===== config.mk =====
export PLATFORM = sky130hd
export DESIGN_NAME = spi_flash_read_arbiter
export DESIGN_NICKNAME = d
export VERILOG_FILES = /design/src/rtl/spi_flash_read_arbiter.sv
export SDC_FILE = /design/constraint.sdc
export NUM_CORES = 1
export LEC_CHECK = 0
export CORE_MARGIN = 2
export CORE_UTILIZATION = 50
export DETAILED_ROUTE_END_ITERATION = 10
export PLACE_DENSITY_LB_ADDON = 0.15
export SKIP_CTS_REPAIR_TIMING = 1
export SYNTH_ARGS = -nofsm -noshare
export SYNTH_HDL_FRONTEND = slang
export SYNTH_SLANG_ARGS = --single-unit

===== constraint.sdc =====
create_clock -name clk -period 4.9 [get_ports clk]
set_input_delay 0.98 -clock clk [delete_from_list [all_inputs] [get_ports clk]]
set_output_delay 0.98 -clock clk [all_outputs]
set_load 0.005 [all_outputs]

===== src/rtl/spi_flash_read_arbiter.sv =====
// spi_flash_read_arbiter: wakes the AT25SF081 from deep power-down, then serves round-robin
// 32-bit little-endian reads (cmd 0x03) for two requesters over a mode-0 SPI bit engine.
module spi_flash_read_arbiter #(
    parameter int CLK_DIV        = 2,
    parameter int WAKE_CYCLES    = 48,
    parameter int CS_HIGH_CYCLES = 2
) (
    input  logic        clk,
    input  logic        rst,
    input  logic        req0_valid,
    input  logic [23:0] req0_addr,
    output logic        req0_ready,
    input  logic        req1_valid,
    input  logic [23:0] req1_addr,
    output logic        req1_ready,
    output logic        rsp_valid,
    output logic        rsp_id,
    output logic [31:0] rsp_data,
    output logic        busy,
    output logic        flash_csb,
    output logic        flash_clk,
    output logic        flash_io0,
    input  logic        flash_io1
);
    typedef enum logic [2:0] {WAKE_CMD, WAKE_WAIT, IDLE, CMD, ADDR, DATA, GAP} state_t;

    state_t      state;
    logic [31:0] tx_sr;
    logic [31:0] rx_sr;
    logic [5:0]  bit_cnt;
    logic [15:0] div_cnt;
    logic [15:0] cnt;
    logic        cur_id;
    logic        last_grant;
    logic        half_done;
    logic        pick1;

    assign half_done = div_cnt == 16'(CLK_DIV - 1);
    assign pick1     = req1_valid && (!req0_valid || !last_grant);
    assign busy      = state != IDLE;

    always_ff @(posedge clk or posedge rst) begin
        if (rst) begin
            state      <= WAKE_CMD;
            flash_csb  <= 1'b1;
            flash_clk  <= 1'b0;
            flash_io0  <= 1'b0;
            req0_ready <= 1'b0;
            req1_ready <= 1'b0;
            rsp_valid  <= 1'b0;
            rsp_id     <= 1'b0;
            rsp_data   <= '0;
            last_grant <= 1'b1;
            cur_id     <= 1'b0;
            tx_sr      <= '0;
            rx_sr      <= '0;
            bit_cnt    <= '0;
            div_cnt    <= '0;
            cnt        <= '0;
        end else begin
            req0_ready <= 1'b0;
            req1_ready <= 1'b0;
            rsp_valid  <= 1'b0;
            case (state)
                WAKE_WAIT: begin
                    cnt <= cnt + 16'd1;
                    if (cnt == 16'(WAKE_CYCLES - 1)) state <= IDLE;
                end
                IDLE: if (req0_valid || req1_valid) begin
                    req0_ready           <= !pick1;
                    req1_ready           <= pick1;
                    cur_id               <= pick1;
                    last_grant           <= pick1;
                    flash_csb            <= 1'b0;
                    flash_clk            <= 1'b0;
                    {flash_io0, tx_sr}   <= {8'h03, pick1 ? req1_addr : req0_addr, 1'b0};
                    bit_cnt              <= '0;
                    div_cnt              <= '0;
                    state                <= CMD;
                end
                GAP: begin
                    rsp_valid <= cnt == 16'd0;
                    if (cnt == 16'd0) begin
                        rsp_data <= rx_sr;
                        rsp_id   <= cur_id;
                    end
                    cnt <= cnt + 16'd1;
                    if (cnt == 16'(CS_HIGH_CYCLES)) state <= IDLE;
                end
                default: begin
                    // csb still high in WAKE_CMD means the wake command has not started yet
                    if (state == WAKE_CMD && flash_csb) begin
                        flash_csb          <= 1'b0;
                        {flash_io0, tx_sr} <= {8'hAB, 25'd0};
                        bit_cnt            <= '0;
                        div_cnt            <= '0;
                    end else if (!half_done) begin
                        div_cnt <= div_cnt + 16'd1;
                    end else begin
                        div_cnt   <= '0;
                        flash_clk <= !flash_clk;
                        if (!flash_clk) begin
                            if (state == DATA) rx_sr[{bit_cnt[4:3], ~bit_cnt[2:0]}] <= flash_io1;
                        end else begin
                            bit_cnt            <= bit_cnt + 6'd1;
                            {flash_io0, tx_sr} <= {tx_sr, 1'b0};
                            if (state == WAKE_CMD && bit_cnt == 6'd7) begin
                                flash_csb <= 1'b1;
                                cnt       <= '0;
                                state     <= WAKE_WAIT;
                            end else if (bit_cnt == 6'd7) begin
                                state <= ADDR;
                            end else if (bit_cnt == 6'd31) begin
                                state <= DATA;
                            end else if (bit_cnt == 6'd63) begin
                                flash_csb <= 1'b1;
                                cnt       <= '0;
                                state     <= GAP;
                            end
                        end
                    end
                end
            endcase
        end
    end
endmodule


Yosys cells after proc, flatten, opt, wreduce, memory -nomap -nowiden
Index checks and enable logic that the tools add are counted.
W data, S select, Z words.
{"block": "word_totals", "regBits": 146, "in_bits": 53}
{"block": "op_classes", "addsub": 3, "n_lt_le_gt_ge": 2, "reduce_logical": 33, "n_eq_ne": 21, "muxes": 58, "bitwise_logic": 6}
{"operator": "$mux W16", "count": 10}
{"operator": "$mux W32", "count": 4}
{"operator": "$pmux W16 S2", "count": 2}
{"operator": "$pmux W32 S2", "count": 1}
{"operator": "$add A16 B1 Y16 const B", "count": 2}
{"operator": "$bwmux W32", "count": 1}
{"operator": "$mux W3", "count": 10}
{"operator": "$mux W24", "count": 1}
{"operator": "$mux W6", "count": 4}
{"operator": "$reduce_and A7 Y1", "count": 3}
{"operator": "$mux W1", "count": 19}
{"operator": "$eq A16 B1 Y1 const B", "count": 1}
{"operator": "$eq A16 B2 Y1 const B", "count": 1}
{"operator": "$eq A16 B6 Y1 const B", "count": 1}
{"operator": "$logic_not A16 Y1", "count": 1}
{"operator": "$pmux W6 S2", "count": 1}
{"operator": "$reduce_bool A4 Y1", "count": 3}
{"operator": "$pmux W3 S3", "count": 1}
{"operator": "$reduce_bool A3 Y1", "count": 3}
{"operator": "$ne A2 B2 Y1 const B", "count": 4}
{"operator": "$reduce_and A4 Y1", "count": 2}
{"operator": "$reduce_bool A7 Y1", "count": 1}
{"operator": "$add A6 B1 Y6 const B", "count": 1}
{"operator": "$eq A3 B3 Y1 const B", "count": 2}
{"operator": "26 further kinds", "count": 44}

Depth between registers and ports, before layout
{"block": "depth", "depth_word": 9, "depth_mapped": 9, "depth_no_buf": 7}

Worst setup path after synthesis
No wires, ideal clock.
{"block": "synth_path", "path_type": "register to output", "startpoint": "register state[1]", "endpoint": "output busy", "arrival_time_ps": 1394, "n_path_buf": 3, "stages_incl_launch_ff": 7, "path_slack_ps": 2526, "path_cell_list": "dfrtp_1 buf_2 buf_2 nand2b_1 nor2_1 inv_1 clkbuf_1"}
{"block": "synth_via", "elab_chain_cells": 1}
{"item": "start: declaration", "line": "27", "rtl": "state_t state;"}
{"item": "start signal: assignment", "line": "44", "rtl": "state <= WAKE_CMD;"}
{"item": "start signal: assignment", "line": "67", "rtl": "if (cnt == 16'(WAKE_CYCLES - 1)) state <= IDLE;"}
{"item": "start signal: assignment", "line": "79", "rtl": "state <= CMD;"}
{"item": "$ne A3 B2 Y1", "line": "40", "rtl": "assign busy = state != IDLE;"}
{"item": "end: declaration", "line": "19", "rtl": "output logic busy,"}
Every way passes these cells.

Final worst setup path
Ends and elaborated chain as after synthesis.

==> metrics.txt <==
outcome=finished, final reports clean; FMAX=0.2633 GHz; Residual DRC=0; crit path to=busy; worst-path maximum fanout=30; largest net degree at the start of global routing=116; sequential cell area=3631 um^2; initial antenna violation count=0; syn_nets=753; slowest CP cell=dfrtp_1; clk sink count=145; pre-CTS WS=1603 ps; initial core utilization=51.48%; synth warn=0; Slew Limit Fails=0; crit start category=flip-flop; Vias=5421; top-area cell type share of the netlist area=49.70%; number of synthesized flops with an enable pin=0; final instance area=8818 um^2; worst hold-check path type=reg2reg; Area contributors post-synth=dfrtp_1, mux2_2, nor2_1; Antenna Cells=0; Worst R2R Start=div_cnt[1]; Worst Setup End Kind=output port; LEAKAGE=4.031 nW; RSZ-0062 raised after global routing=false; DR vias/cell=5.629; Post-Syn Instances=691; final setup TNS=0 ps; Post-Route WL=15180 um; RePlAce Congestion=0.7973; r2r setup slk=2190 ps; htree depth=4; first-pass GRT wire length=25990 um; CTS buffer count=17; RR Endpoint=div_cnt[12]; CTS tree=done; slew margin rel.=22.04%; number of max-cap violations=0; cell count after placement=931; DR pass1 iterations=5; latest clock arrival within the worst-skew pair=430 ps; worst path buffer plus inverter count=3; Worst Path Required=3920 ps; FFs w/ async S/R, synth=100.0%; layout cell share with drive strength beyond 1=16.48%; fin cells=963; drt first-iter violations=359; WS Path Type=reg2out; nets=832; Worst-path clk slew=60 ps; die footprint=15380 um^2; share of the yosys chip area belonging to registers=50.43%; core area=13990 um^2; Hold Vio Cnt, Final=0; CTS root buffer=clkbuf_16; Critical Path Source=state[1]; Netlist Area Pre-Place=7201 um^2; critical-path cell list=nand2b_1 -> nor2_1 -> inv_1 -> buf_4 -> clkdlybuf4s50_1; Top FF cell, synth=dfrtp_1; post-layout min period=3798 ps; PortBufs=92; Clock Skew=9.301 ps; area delta synth->final=22.47%; synthesized area per cell=10.42 um^2; WL/cell=15.76 um; Die Ht=124.0 um; Crit path depth=5; vias in the first global route=5403; Peak VDD IR=244.0 uV; Die X=124.0 um; Netlist cell types=63; post-layout util=63.04%; Routed Antenna Nets=0; number of fill cells=1176; DP Area=8258 um^2; Yosys reg bits=145; Cell Rows=43; total track usage=21.63%; R2R depth=7; power per cell area=289.6 nW/um^2; multi-input logic area=3371 um^2; io pins=93; setup ws final=1102 ps; Tcrit/Tclk final=77.51%; CTS Buffer Depth=2; arrival time at the worst endpoint=2820 ps; area leader, netlist=dfrtp_1; Setup violations, final=0; Detail Placement HPWL=10120 um; crit-path leading delay family=simple AND/OR/NAND/NOR gates; Worst-Margin Slew=1169 ps; total gr overflow=0; biggest cell delay along the critical path=690 ps
-- layout by cell type, fill, tap and decap left out, types with 17 or more instances in the layout --
cell type / instances
mux2i_1: 24
nor2_1: 114
nand3_1: 26
nor3_1: 20
nand2_1: 32
mux2_2: 67
clkbuf_16: 17
dfrtp_1: 143
clkdlybuf4s50_1: 92
a21oi_1: 52
o21ai_0: 17
-- how the worst min path moves through the flow --
stage | cells after the start | to | slack, ps | startpoint
after CTS | 1 | rx_sr[29] | 490 | rx_sr[29]
after detailed placement | 2 | tx_sr[1] | 470 | tx_sr[1]
after global placement | 1 | rx_sr[30] | 460 | rx_sr[30]
final | 2 | tx_sr[28] | 480 | tx_sr[28]
after floorplan | 2 | tx_sr[1] | 450 | tx_sr[1]
after global routing | 1 | rx_sr[29] | 500 | rx_sr[29]
-- synthesized netlist by cell type, types with 3 or more instances --
library cell    n
o31ai_1         3
or3_1           4
nand3_1        26
o21ai_0        18
mux2_2         67
ha_1            9
and3_1         12
and4_1          5
nor3b_1         3
nand4_1         7
mux2_1          4
nor2b_1         4
mux2i_1        24
nor3_1         20
inv_1          16
nand2_1        32
xnor2_1        14
xor2_1          7
clkbuf_1       24
nor2_1        114
nor4b_2         3
dfrtp_1       143
nand3b_1        3
nor4_1          7
buf_2          14
a211o_1        11
a21oi_1        52
-- stage by stage --
step | hold WS, ps | total power [W]
6_report | 484.5 | 0.002554
5_1_grt | 502.1 | 0.002660
4_1_cts | 489.6 | 0.002582
3_5_place_dp | 472.9 | 0.001359
3_3_place_gp | 464.9 | 0.001356
2_1_floorplan | 448.8 | 0.001299
-- worst reg2reg max path, cell delays in order (launching register included) --
cell and delay, ps:
dfrtp_1 390, inv_1 80, ha_1 150, nor4b_2 320
and4_1 430, inv_1 100, a21oi_1 920, nor2_1 150
-- logic make-up (layout without fill, tap and decap cells) --
| family | Yosys count | in the layout | share of synthesized area, % |
|---|---|---|---|
| AND/OR/NAND/NOR | 257 | 257 | 18.18 |
| AO/OA/AOI/OAI | 110 | 110 | 9.783 |
| adder cells (fa/ha/maj) | 9 | 9 | 1.564 |
| buffers and inverters | 54 | 146 | 3.058 |
| XOR/XNOR | 21 | 21 | 2.554 |
| flip-flops | 145 | 145 | 50.43 |
| multiplexers | 95 | 95 | 14.44 |
-- power by group --
| group | internal (W) | total [W] | switching (W) | leakage [nW] |
|---|---|---|---|---|
| clock | 0.000677 | 0.00122 | 0.000541 | 0.277 |
| sequential | 0.00121 | 0.00122 | 0.00000862 | 1.91 |
| combinational | 0.0000599 | 0.000114 | 0.0000538 | 1.84 |
| total | 0.00195 | 0.00255 | 0.000604 | 4.03 |
-- flip-flops by register name (all words and copies together) (netlist names) --
register and cells:
rsp_valid 1, rsp_data 32, tx_sr 31, state 3, req0_ready 1, flash_csb 1, req1_ready 1, rsp_id 1
rx_sr 32, flash_clk 1, last_grant 1, bit_cnt 6, div_cnt 16, cur_id 1, flash_io0 1, cnt 16
-- final cells by class --
| class | instances | area share [%] |
|---|---|---|
| multi-input cells | 492 | 38.22 |
| clock buffers | 18 | 4.980 |
| inverters | 16 | 0.7378 |
| well taps | 180 | 2.554 |
| repair buffers | 98 | 10.95 |
| clock inverters | 14 | 1.376 |
| flip-flops and latches | 145 | 41.17 |
-- layer usage --
layer	vias up	part of all wire, %	global-route usage [%]
met4	0	0.56	5.829
met5	-	0	0
met2	105	49	35.61
met3	8	4.1	5.311
li1	2615	-	-
met1	2693	46	28.70
No activity file was read; power rests on OpenSTA's default activity.
